===== src/rtl/cpu_sequencer.sv =====
// Fetch/decode/execute/writeback sequencer feeding a combinational 8-bit ALU.
// Optional macro SEQ_DIV0_TRAP_EN turns a divide by zero into a trap-halt.
module cpu_sequencer #(
  parameter int              PC_W     = 8,
  parameter logic [PC_W-1:0] RESET_PC = '0
) (
  input  logic            clk,
  input  logic            rst_n,
  input  logic            start,
  output logic            imem_req,
  output logic [PC_W-1:0] imem_addr,
  input  logic            imem_valid,
  input  logic [15:0]     imem_data,
  output logic [7:0]      alu_a,
  output logic [7:0]      alu_b,
  output logic [2:0]      alu_op,
  input  logic [7:0]      alu_result,
  input  logic            alu_carry,
  output logic            carry_flag,
  output logic            wb_valid,
  output logic [1:0]      wb_rd,
  output logic [7:0]      wb_data,
  output logic            halted,
  output logic            trap,
  output logic [2:0]      dbg_state
);

  typedef enum logic [2:0] {
    S_IDLE      = 3'd0,
    S_FETCH     = 3'd1,
    S_DECODE    = 3'd2,
    S_EXECUTE   = 3'd3,
    S_WRITEBACK = 3'd4,
    S_HALT      = 3'd5
  } state_t;

`ifdef SEQ_DIV0_TRAP_EN
  localparam bit TRAP_EN = 1'b1;
`else
  localparam bit TRAP_EN = 1'b0;
`endif

  // Memory handshake: an instruction transfers on a rising edge where imem_req
  // and imem_valid are both high; imem_req and imem_addr stay fixed until then.
  state_t            state;
  logic [PC_W-1:0]   pc;
  logic [15:0]       ir;
  logic [7:0]        regs [4];
  logic              wb_carry;
  logic              trap_hit;

  assign imem_addr = pc;
  assign dbg_state = state;
  assign trap_hit  = TRAP_EN && (alu_op == 3'b110) && (alu_b == 8'h00);

  always_ff @(posedge clk or negedge rst_n) begin
    if (!rst_n) begin
      state      <= S_IDLE;
      pc         <= RESET_PC;
      ir         <= '0;
      for (int i = 0; i < 4; i++) regs[i] <= '0;
      alu_a      <= '0;
      alu_b      <= '0;
      alu_op     <= '0;
      wb_carry   <= 1'b0;
      wb_valid   <= 1'b0;
      wb_rd      <= '0;
      wb_data    <= '0;
      carry_flag <= 1'b0;
      imem_req   <= 1'b0;
      halted     <= 1'b0;
      trap       <= 1'b0;
    end else begin
      case (state)
        S_IDLE: begin
          if (start) begin
            state    <= S_FETCH;
            imem_req <= 1'b1;
          end
        end
        S_FETCH: begin
          if (imem_valid) begin
            ir       <= imem_data;
            imem_req <= 1'b0;
            state    <= S_DECODE;
          end
        end
        S_DECODE: begin
          if (!ir[15]) begin
            alu_a  <= regs[ir[9:8]];
            alu_b  <= regs[ir[7:6]];
            alu_op <= ir[14:12];
            wb_rd  <= ir[11:10];
            state  <= S_EXECUTE;
          end else begin
            case (ir[14:12])
              3'b000: begin
                wb_rd    <= ir[11:10];
                wb_data  <= ir[7:0];
                wb_valid <= 1'b1;
                state    <= S_WRITEBACK;
              end
              3'b111: begin
                halted <= 1'b1;
                state  <= S_HALT;
              end
              default: begin
                pc       <= pc + 1'b1;
                imem_req <= 1'b1;
                state    <= S_FETCH;
              end
            endcase
          end
        end
        S_EXECUTE: begin
          if (trap_hit) begin
            // Trapped divide leaves PC on the faulting instruction.
            trap   <= 1'b1;
            halted <= 1'b1;
            state  <= S_HALT;
          end else begin
            wb_data  <= alu_result;
            wb_carry <= alu_carry;
            wb_valid <= 1'b1;
            state    <= S_WRITEBACK;
          end
        end
        S_WRITEBACK: begin
          regs[wb_rd] <= wb_data;
          if (!ir[15]) carry_flag <= wb_carry;
          pc       <= pc + 1'b1;
          wb_valid <= 1'b0;
          imem_req <= 1'b1;
          state    <= S_FETCH;
        end
        S_HALT: begin
        end
        default: state <= S_IDLE;
      endcase
    end
  end

endmodule

===== config.mk =====
export PLATFORM = sky130hd
export DESIGN_NAME = cpu_sequencer
export DESIGN_NICKNAME = d
export VERILOG_FILES = /design/src/rtl/cpu_sequencer.sv
export SDC_FILE = /design/constraint.sdc
export NUM_CORES = 1
export LEC_CHECK = 0
export ABC_AREA = 1
export CAP_MARGIN = 5
export CELL_PAD_IN_SITES_DETAIL_PLACEMENT = 0
export CELL_PAD_IN_SITES_GLOBAL_PLACEMENT = 2
export CORE_ASPECT_RATIO = 1.75
export CORE_MARGIN = 2
export CORE_UTILIZATION = 32
export DETAILED_ROUTE_END_ITERATION = 8
export MAX_ROUTING_LAYER = met4
export PLACE_DENSITY_LB_ADDON = 0.1
export SETUP_SLACK_MARGIN = 0.2
export SLEW_MARGIN = 0
export SYNTH_ARGS = -nofsm -noshare
export SYNTH_HDL_FRONTEND = slang
export SYNTH_SLANG_ARGS = --single-unit

===== constraint.sdc =====
create_clock -name clk -period 1.71 [get_ports clk]
set_input_delay 0.2565 -clock clk [delete_from_list [all_inputs] [get_ports clk]]
set_output_delay 0.2565 -clock clk [all_outputs]
set_load 0.03 [all_outputs]

After elaboration in Yosys (flattened, before gate mapping)
Cells that the tools add are included.
W data, S select, Z words.
- register bits after elaboration: 93
- input bits: 29
- output and inout bits: 45
- word-level logic and storage cells: 87
- add/sub/neg operators: 1
- order comparisons: 4
- equality and inequality tests: 12
- mux-type cells: 30
- bitwise gates (word level): 5
- reduce and logical (&&, ||, !) cells: 18
- operators with widths (cell ; count):
    $mux W8 ; 9
    $bmux W8 S2 ; 2
    $bwmux W32 ; 1
    $pmux W8 S2 ; 2
    $pmux W3 S6 ; 1
    $demux W8 S2 ; 1
    $reduce_and A3 Y1 ; 5
    $ne A2 B2 Y1 const B ; 5
    $eq A3 B3 Y1 const B ; 3
    $ge A3 B3 Y1 const B ; 3
    $mux W3 ; 3
    $not A2 Y3 ; 3
    $add A8 B1 Y8 const B ; 1
    $reduce_and A2 Y1 ; 4
    $eq A3 B2 Y1 const B ; 2
    $logic_not A3 Y1 ; 2
    $mux W1 ; 6
    $pmux W3 S2 ; 1
    $reduce_and A5 Y1 ; 1
    $mux W2 ; 2
    $pmux W1 S4 ; 1
    $reduce_bool A2 Y1 ; 2
    $reduce_bool A4 Y1 ; 1
    $eq A3 B1 Y1 const B ; 1
    other kinds (7) ; 8

Depth between registers and ports, before layout
Gate-level depths: netlist (run 1).
- depth in word-level cells: 6
- depth in mapped cells: 9
- gate-level depth less buffers: 8

Worst setup path before layout (run 1)
Ideal clock, no wire load.
- path kind: flip-flop to flip-flop
- start: register state[0], in the netlist dbg_state[0]
- end: register regs[5] in the netlist's numbering
- setup time: 0.121 ns
- arrival: 1.422 ns
- data required time: 1.589 ns
- slack: 0.168 ns
- cell stages (with the launch flop): 9
- buffers on the path: 2
- clock period less this slack: 1.542 ns
- cells stage by stage: dfrtp_1 buf_2 inv_2 nand3_4 inv_6 nand3_4 buf_6 nand2_1 o21ai_2
- longest elaborated chain between the ends: 1
- ends and longest elaborated chain (element ; line ; RTL):
    start: declaration ; 45 ; state_t state;
    start signal: assignment ; 58 ; state <= S_IDLE;
    start signal: assignment ; 77 ; state <= S_FETCH;
    start signal: assignment ; 85 ; state <= S_DECODE;
    $eq A3 B3 Y1 ; 74 ; case (state)
    end signal: indexed assignment ; 129 ; regs[wb_rd] <= wb_data;
    end: declaration ; 48 ; logic [7:0] regs [4];
No other way between the ends.
A chain may end at the register's enable or synchronous reset.

Final worst setup path (run 1)
- start: register state[2], in the netlist dbg_state[2]
- end: output dbg_state[2]
- RTL lines (element ; line ; RTL):
    end: declaration ; 25 ; output logic [2:0] dbg_state
No word-level cell between the ends.

==> metrics.csv, run 1 <==
stage,metric,value,unit
detailed_routing,firstDrtPassIters,4,
critical_path,cp.depth,1,
critical_path,slowest_delay,0.49,ns
layout,diodes,0,
placed_design,place.gp.congestion,0.800,
power,ir_drop,0.000729,V
run_status,status,finished clean,
clock_tree,cts_htree_levels,3,
grt,grt_pass1_wl,19.3,mm
clock_tree,cts_buffer_depth,2,
placed_design,numPortBuffers,72,
synthesis,async_reset_ff_share,100,%
critical_path,cp_cell_sequence,dlygate4sd2_1,
synthesis,yosysUniqueCellTypes,37,
detailed_routing,wl,11.7,mm
floorplan,die_w,93.9,um
detailed_routing,drt_iter0_drc,145,
detailed_routing,drtAntennaViolNets,0,
critical_path,path_buf_inv,1,
timing,period_needed,1.52,ns
timing,period_share,88.9,%
critical_path,critPathMaxFanout,7,
floorplan,initial_core_util,32.7,%
timing,worst_slew_pin_slew,0.683,ns
critical_path,setup.worst_path.start_class,register,
power,p_per_area,1900,mW/mm^2
critical_path,cp_slowest_cell,dfrtp_2,
placed_design,dpl_cell_area,0.00538,mm^2
power,leakagePower,2.74,nW
layout,fin_area,0.00572,mm^2
detailed_routing,vias_per_cell,4.66,
timing,hold_viol_final,0,
layout,drive_gt1_share,14.3,%
clock_tree,clock_latency,0.35,ns
timing,fmax,658,MHz
synthesis,ys_warn_count,0,
floorplan,rows,57,
min_path,hold_class,input pin to asynchronous set/reset pin,
synthesis,synth_area,0.00453,mm^2
critical_path,crit_required,1.45,ns
flow_run,max_cap_violations,0,
synthesis,ys_ff_latch,93,
detailed_routing,via_count,3668,
clock_tree,cts_root_buf,clkbuf_16,
floorplan,chipHeight,161,um
clock_tree,cts_tree,done,
synthesis,yosys_most_used_dff,dfrtp_1,
synthesis,ys_seq_area_share,51.4,%
grt,grt_pass1_vias,3716,
timing,max-slew-margin-rel,54.4,%
detailed_routing,drc,0,
grt,gr-total-overflow,0,
timing,fin_tns_setup,0,ns
timing,clock_skew,0.0134,ns
placed_design,hpwl,8.39,mm
synthesis,ys_top_cells_by_area,"dfrtp_1 51%, nand2_1 9.3%, nor2_1 6.7%",
layout,nNetsFinal,636,
clock_tree,numClockSinks,93,
floorplan,dieArea,0.0152,mm^2
detailed_routing,routedWlPerCell,14.9,um
grt,globalRouteTotalUtil,17.0,%
grt,grt_antenna_before_repair,0,
synthesis,syn-instance-count,530,
critical_path,cpLargestDelayFamily,flip-flops,
synthesis,synth_top_area_share,51.4,%
synthesis,synth_edf_count,0,
clock_tree,clk_pin_slew_worst_paths,0.07,ns
critical_path,r2r_cells,6,
timing,setup_viol,0,
synthesis,synth_area_leader_cell,dfrtp_1,
synthesis,syn_area_per_cell,8.54,um^2
critical_path,crit_arrival,1.26,ns
layout,syn2layout_area_growth,26.5,%
critical_path,critPathKind,register to output pin,
floorplan,boundaryPins,74,
synthesis,yosys-top-cells-count,"112 x nand2_1, 93 x dfrtp_1, 81 x nor2_1, 47 x o21ai_0, 40 x a21oi_1",
critical_path,cp-end-kind,output pin,
synthesis,post-synth-top-count-cell,nand2_1,
floorplan,core_area,0.0138,mm^2
grt,grt_max_degree,94,
synthesis,syn-num-nets,560,
clock_tree,cts_buffers,9,
timing,slew_viol_final,0,
timing,rsz0062_at_grt,true,
[logic make-up after synthesis]
group	share of synthesized area, %
other cells	0.0828
flops	51.4
simple gates	22.5
fa+ha+maj	0.276
buf+inv	7.85
xor+xnor	0.581
compound gates	17.3
[cell type report]
cell class	count	area, um^2
fill	1512	8110
sequential	93	2330
multi-input combinational	370	1870
timing repair buffer	86	800
clock buffer	10	239
tap	177	221
inverter	46	184
clock inverter	5	82.6
[metrics by stage]
| step | cells | util [%] | power, mW | hold WS (ns) | worst slack, ns |
|---|---|---|---|---|---|
| floorplan | 530 | - | 7.17 | -0.0391 | 0.206 |
| global placement | 768 | 38.9 | 8.99 | 0.353 | 0.146 |
| detailed placement | 768 | 38.9 | 9.04 | 0.359 | 0.131 |
| CTS | 784 | 41.0 | 11.0 | 0.479 | 0.0705 |
| global route | 787 | 41.4 | 11.7 | 0.493 | 0.150 |
| finish | 787 | 41.4 | 10.8 | 0.455 | 0.190 |
[state kept, by name, summed over array words and instances (netlist names), 2 cells and up]
signal,cells
regs,32
alu_a,8
dbg_state,3
ir,16
alu_b,8
wb_data,8
imem_addr,8
alu_op,3
wb_rd,2
[layer usage]
layer  up-vias  track usage (%)  part of all wire, %
met3        12             2.47                  3.1
met5         -                -                    0
met4         0             6.13                  1.8
met1      1721             20.4                   42
li1       1866                -                    -
met2        69             29.0                   53
[power breakdown]
group | leakage, nW | internal, mW | total, mW | switching [mW]
sequential | 1.15 | 3.13 | 3.92 | 0.795
combinational | 1.44 | 1.62 | 4.72 | 3.10
clock | 0.159 | 1.32 | 2.21 | 0.885
total | 2.74 | 6.07 | 10.8 | 4.78
[worst paths after layout]
path | start | to | slack (ns)
setup / recovery | dbg_state[2] | dbg_state[2] | 0.19
hold reg to reg | imem_req | imem_req | 0.48
min in group clk | imem_req | imem_req | 0.48
max in group asynchronous | rst_n | dbg_state[2] | 0.77
setup reg to reg | dbg_state[0] | regs[0] | 0.26
hold / removal | rst_n | alu_b[3] | 0.45
[worst min-delay path: stages]
cell           delay (ns)
dlygate4sd3_1        0.53
buf_4                0.11
buf_12               0.35
[what timing repair did]
action,4_1_cts,5_1_grt
resized for setup,51,7
hold buffers,1,0
endpoints found under the setup margin,64,42
cloned,0,0
hold endpoints to repair,28,0
setup buffers,0,3
pin swaps,1,2
[cells in the final DEF, fill, tap and decap left out, types with 9 or more instances in the layout]
cell	synthesis	layout
a21oi_1	40	40
buf_4	2	12
clkbuf_16	0	9
clkdlybuf4s50_1	0	27
dfrtp_1	93	91
dlygate4sd2_1	0	42
inv_1	38	38
nand2_1	112	112
nand3_1	13	12
nor2_1	81	77
o21ai_0	47	44
o21ai_1	22	25
o21ai_2	17	17
Power figures use the tool's default switching activity.
==> run 2: changes to the inputs <==
CAP_MARGIN = unset   (was 5)
PLACE_DENSITY = 0.82   (was unset)
PLACE_DENSITY_LB_ADDON = unset   (was 0.1)
==> run 2 against run 1 <==
Against the previous run:
- design area up 1.2%
- sequential share of layout area decreased by 0.47 points
- final cell count up 1.4%
- count of clock-buffer cells in the layout rose by 3
- critical endpoint unchanged
- combinational power grew 2%
- clock power down 14%
- first-iteration DRC count increased by 28%
==> metrics.csv, run 2 (synthesized netlist as in run 1, its figures left out) <==
stage,metric,value,unit,change
critical_path,cp_slowest_cell,dfrtp_2,,
clock_tree,clk_pin_slew_worst_paths,0.06,ns,about the same
placed_design,hpwl,8.82,mm,+5.1%
layout,diodes,0,,unchanged
detailed_routing,drt_iter0_drc,185,,+28%
timing,fmax,661,MHz,+0.48%
critical_path,cpLargestDelayFamily,flip-flops,,
layout,largest-register,regs,,
timing,hold-worst-slack,0.440,ns,-0.0148 ns
timing,max-slew-margin-rel,58.8,%,+4.4 points
critical_path,reg2reg_to,wb_data[5],,
timing,setup_ws,0.198,ns,+0.00733 ns
floorplan,chipHeight,161,um,unchanged
layout,regArea,0.00233,mm^2,unchanged
run_status,status,finished clean,,
clock_tree,cts_htree_levels,3,,unchanged
critical_path,critPathMaxFanout,7,,unchanged
floorplan,dieArea,0.0152,mm^2,unchanged
placed_design,dp_slack,0.139,ns,+0.00803 ns
detailed_routing,drtAntennaViolNets,0,,unchanged
floorplan,die_w,93.9,um,unchanged
critical_path,r2r_cells,6,,unchanged
layout,drive_gt1_share,15.0,%,+0.71 points
grt,globalRouteTotalUtil,16.8,%,-0.20 points
layout,final_cell_mix,"109 x nand2_1, 91 x dfrtp_1, 81 x nor2_1",,
layout,nNetsFinal,646,,+1.6%
floorplan,core_area,0.0138,mm^2,unchanged
floorplan,initial_core_util,32.7,%,unchanged
detailed_routing,vias_per_cell,4.69,,+0.69%
floorplan,rows,57,,unchanged
layout,largest_register_ffs,32,,unchanged
timing,slew_viol_final,0,,unchanged
critical_path,setup.worst_path.start_class,register,,
clock_tree,numClockSinks,93,,unchanged
layout,multiInputGateArea,0.00190,mm^2,+1.5%
power,p_per_area,1830,mW/mm^2,-3.2%
critical_path,path_buf_inv,1,,unchanged
power,p_total,10.6,mW,-2.1%
timing,clock_skew,0.0102,ns,-0.00318 ns
timing,hold_viol_final,0,,unchanged
placed_design,place.gp.congestion,0.840,,+5.0%
critical_path,slowest_delay,0.49,ns,about the same
flow_run,max_cap_violations,0,,unchanged
detailed_routing,drc,0,,unchanged
clock_tree,cts_tree,done,,
grt,gr-total-overflow,0,,unchanged
grt,grt_antenna_before_repair,0,,unchanged
grt,grt_max_degree,40,,-57%
clock_tree,cts_buffer_depth,2,,unchanged
critical_path,crit_arrival,1.26,ns,about the same
critical_path,rr_startpoint,dbg_state[0],,
timing,setup_viol,0,,unchanged
timing,fin_tns_setup,0,ns,unchanged
timing,rsz0062_at_grt,true,,
detailed_routing,routedWlPerCell,15.1,um,+1.5%
clock_tree,clock_latency,0.34,ns,about the same
layout,reg_top3,"regs: 32 flops, ir: 16 flops",,
power,ir_drop,0.000920,V,+26%
grt,grt_pass1_wl,19.2,mm,-0.64%
layout,final_common_cell,nand2_1,,
critical_path,critPathKind,register to output pin,,
detailed_routing,firstDrtPassIters,5,,+1
critical_path,cp-end-kind,output pin,,
critical_path,ff2ff_setup_slack,0.23,ns,-0.03 ns
timing,worst_slew_pin_slew,0.618,ns,-0.0653 ns
timing,period_needed,1.51,ns,-0.00733 ns
min_path,hold_class,input pin to asynchronous set/reset pin,,
floorplan,boundaryPins,74,,unchanged
critical_path,crit_required,1.45,ns,about the same
layout,fillerInstances,1416,,-6.3%
detailed_routing,wl,12.0,mm,+3.0%
detailed_routing,via_count,3745,,+2.1%
clock_tree,cts_buffers,9,,unchanged
grt,grt_pass1_vias,3713,,-0.081%
layout,syn2layout_area_growth,27.9,%,
clock_tree,cts_root_buf,clkbuf_16,,
critical_path,cp_cell_sequence,dlygate4sd2_1,,
power,leakagePower,2.75,nW,+0.20%
timing,period_share,88.4,%,-0.43 points
placed_design,numPortBuffers,72,,unchanged
-- run 2: changes by cell type in the layout (fill, tap and decap cells not counted), moves of 3 or more --
| cell | delta |
|---|---|
| nor2_1 | +4 |
| nand2_1 | -3 |
| dlygate4sd2_1 | -3 |
| o21ai_0 | +3 |
| nor2_2 | -4 |
| o21ai_1 | -3 |
| buf_4 | +5 |
| nand2_2 | +6 |
| clkdlybuf4s15_1 | +3 |
-- run 2: routing by layer --
layer  up-vias  routed length (um)  global-route usage, %
li1       1895                   -                      -
met1      1747                4630                   18.2
met2        90                6790                   30.5
met3        13                 441                   3.59
met4         0                 182                   4.94
met5         -                   0                      -
-- run 2: cell type report --
cell class	instances	area share, %
tap	177	3.82
timing repair buffer	93	15.2
multi-input combinational	373	32.7
clock buffer	13	4.49
clock inverter	3	0.346
inverter	46	3.15
sequential	93	40.2
-- run 2: worst max path at each step --
| stage | start | endpoint | slack [ns] | depth (start not counted) |
|---|---|---|---|---|
| after floorplan | dbg_state[0] | regs[5] | 0.21 | 8 |
| after global placement | dbg_state[2] | dbg_state[2] | 0.15 | 1 |
| after detailed placement | dbg_state[2] | dbg_state[2] | 0.14 | 1 |
| after CTS | dbg_state[2] | dbg_state[2] | 0.07 | 1 |
| after global routing | dbg_state[2] | dbg_state[2] | 0.16 | 1 |
| final | dbg_state[2] | dbg_state[2] | 0.20 | 1 |
-- run 2: timing repair --
action,CTS,global route
pin swaps,1,4
hold buffers,1,0
hold endpoints to repair,34,0
endpoints found under the setup margin,48,46
cloned,0,3
buffers inserted,2,4
resized for setup,48,9
-- run 2: power breakdown --
| part | total, mW | internal [mW] | switching (mW) | leakage [nW] |
|---|---|---|---|---|
| Clock | 1.90 | 1.06 | 0.833 | 0.132 |
| Combinational | 4.81 | 1.65 | 3.16 | 1.47 |
| Sequential | 3.91 | 3.13 | 0.783 | 1.15 |
| Total | 10.6 | 5.84 | 4.78 | 2.75 |
-- run 2: metrics by stage --
| step | instance area, um^2 | instances | util (%) |
|---|---|---|---|
| floorplan | 4530 | 530 | - |
| global placement | 5430 | 772 | 39.2 |
| detailed placement | 5430 | 772 | 39.2 |
| CTS | 5700 | 791 | 41.2 |
| global route | 5790 | 798 | 41.9 |
| finish | 5790 | 798 | 41.9 |
==> RTL change: new RTL, config.mk and constraints of run 1 <==
Set the localparam `TRAP_EN` to 1'b1 (it was 1'b0).
--- a/src/rtl/cpu_sequencer.sv
+++ b/src/rtl/cpu_sequencer.sv
@@ -39,3 +39,3 @@
 `else
-  localparam bit TRAP_EN = 1'b0;
+  localparam bit TRAP_EN = 1'b1;
 `endif
Behaviour: not the same (Yosys sat finds a counterexample within 10 cycles, from zero or initial values and one cycle with rst_n low).
==> RTL change against run 1 <==
Sequential power grew 1%. Total power is 0.34% higher. Worst setup slack improved by 0.053 ns. Final area rose by 1.9%. Via count rose by 3.1%. Utilization is 1.0 points higher. Area after synthesis fell by 1.5%. Die area fell by 1.4%. Count of clock-buffer cells in the layout stayed put. Sequential cell count increased by 1. Wire length increased by 5.6%. Hold slack worse by 0.092 ns. Critical endpoint is now wb_rd[0]. Highest routed layer unchanged.
==> RTL change: results (changes against run 1) <==
| Metric | Reported | Unit | Change |
| --- | --- | --- | --- |
| Detailed Route Iter0 Violations | 207 | - | was 145 |
| Placement-stage cell area | 5420 | µm² | was 5380 µm² |
| Layout filler cell count | 1421 | - | was 1512 |
| Met2 Track Usage GR | 30.6 | % | was 29.0% |
| Global Route met1 Usage | 18.9 | % | was 20.4% |
| Slew of the pin with the lowest slew margin | 0.659 | ns | was 0.683 ns |
| IO buf count | 73 | - | was 72 |
| Final Skew | 0.00870 | ns | was 0.0134 ns |
| Final weighted congestion of routability-driven global placement | 0.781 | - | was 0.800 |
| Count of distinct cell types in the synthesized netlist | 30 | - | was 37 |
| Total detailed-routing wirelength | 12400 | µm | was 11700 µm |
| Detailed Routing Iterations Pass 1 | 5 | - | was 4 |
| Leading cell types by total area after synthesis | dfrtp_1 53%, nand2_1 11%, o21ai_0 5.3% | - | was dfrtp_1 51%, nand2_1 9.3%, nor2_1 6.7% |
| Detailed-routed wire length on met3 | 423 | µm | was 364 µm |
| Total length of routed met2 wires | 6860 | µm | was 6230 µm |
| Post-layout net count | 634 | - | was 636 |
| Dpl hpwl | 8670 | µm | was 8390 µm |
| Status | complete, no violations | - | unchanged |
| Tot GR Track Use | 17.1 | % | was 17.0% |
| Largest net degree at the start of global routing | 46 | - | was 94 |
| First-pass GRT wire length | 19300 | µm | about the same |
| Fraction of layout instances using a drive strength above 1 | 14.0 | % | was 14.3% |
| Overall via count from detail_route | 3783 | - | was 3668 |
| Net count after synthesis | 545 | - | was 560 |
| Leakage dissipation | 2.72 | nW | was 2.74 nW |
[RTL change: layout make-up]
cell class,count,area [µm²],share of cell area [%]
inverters,52,205,3.52
clock buffers,10,239,4.10
flip-flops and latches,94,2360,40.4
multi-input cells,349,1840,31.6
repair buffers,98,911,15.6
clock inverters,5,58.8,1.01
well taps,177,221,3.80
[RTL change: kinds of logic (layout without fill, tap and decap cells)]
logic type      Yosys count  count (layout)  synth area share, %
compound gates          125             125                 15.9
xor+xnor                  4               4                0.786
fa+ha+maj                 1               1                0.281
buf+inv                  74             165                 7.69
flops                    94              94                 52.7
mux                       9               9                 2.27
simple gates            208             210                 20.4
[RTL change: metrics by stage]
stage	cells	hold slack [ns]	setup slack [ns]
after global routing	785	0.400	0.168
after global placement	760	0.205	0.0946
after floorplan	515	-0.0391	0.211
after CTS	776	0.377	0.187
after detailed placement	760	0.206	0.0833
final	785	0.363	0.243
[RTL change: power by group through the flow]
stage,Combinational [mW],Clock [mW],Sequential [mW]
2_1_floorplan,2.44,0,4.69
3_5_place_dp,5.04,0,4.02
4_1_cts,4.75,2.10,3.98
6_report,4.87,2.05,3.97
3_3_place_gp,5.00,0,4.01
5_1_grt,5.43,2.21,4.12
[RTL change: final timing paths]
check	startpoint	endpoint	slack (ns)	cells past startpoint
max	wb_rd[0]	wb_rd[0]	0.24	1
min	rst_n	imem_addr[3]	0.36	2
max reg2reg	dbg_state[2]	ir[10]	0.26	5
min reg2reg	halted	halted	0.47	2
max in group asynchronous	rst_n	dbg_state[2]	0.68	3
min in group clk	halted	halted	0.47	2
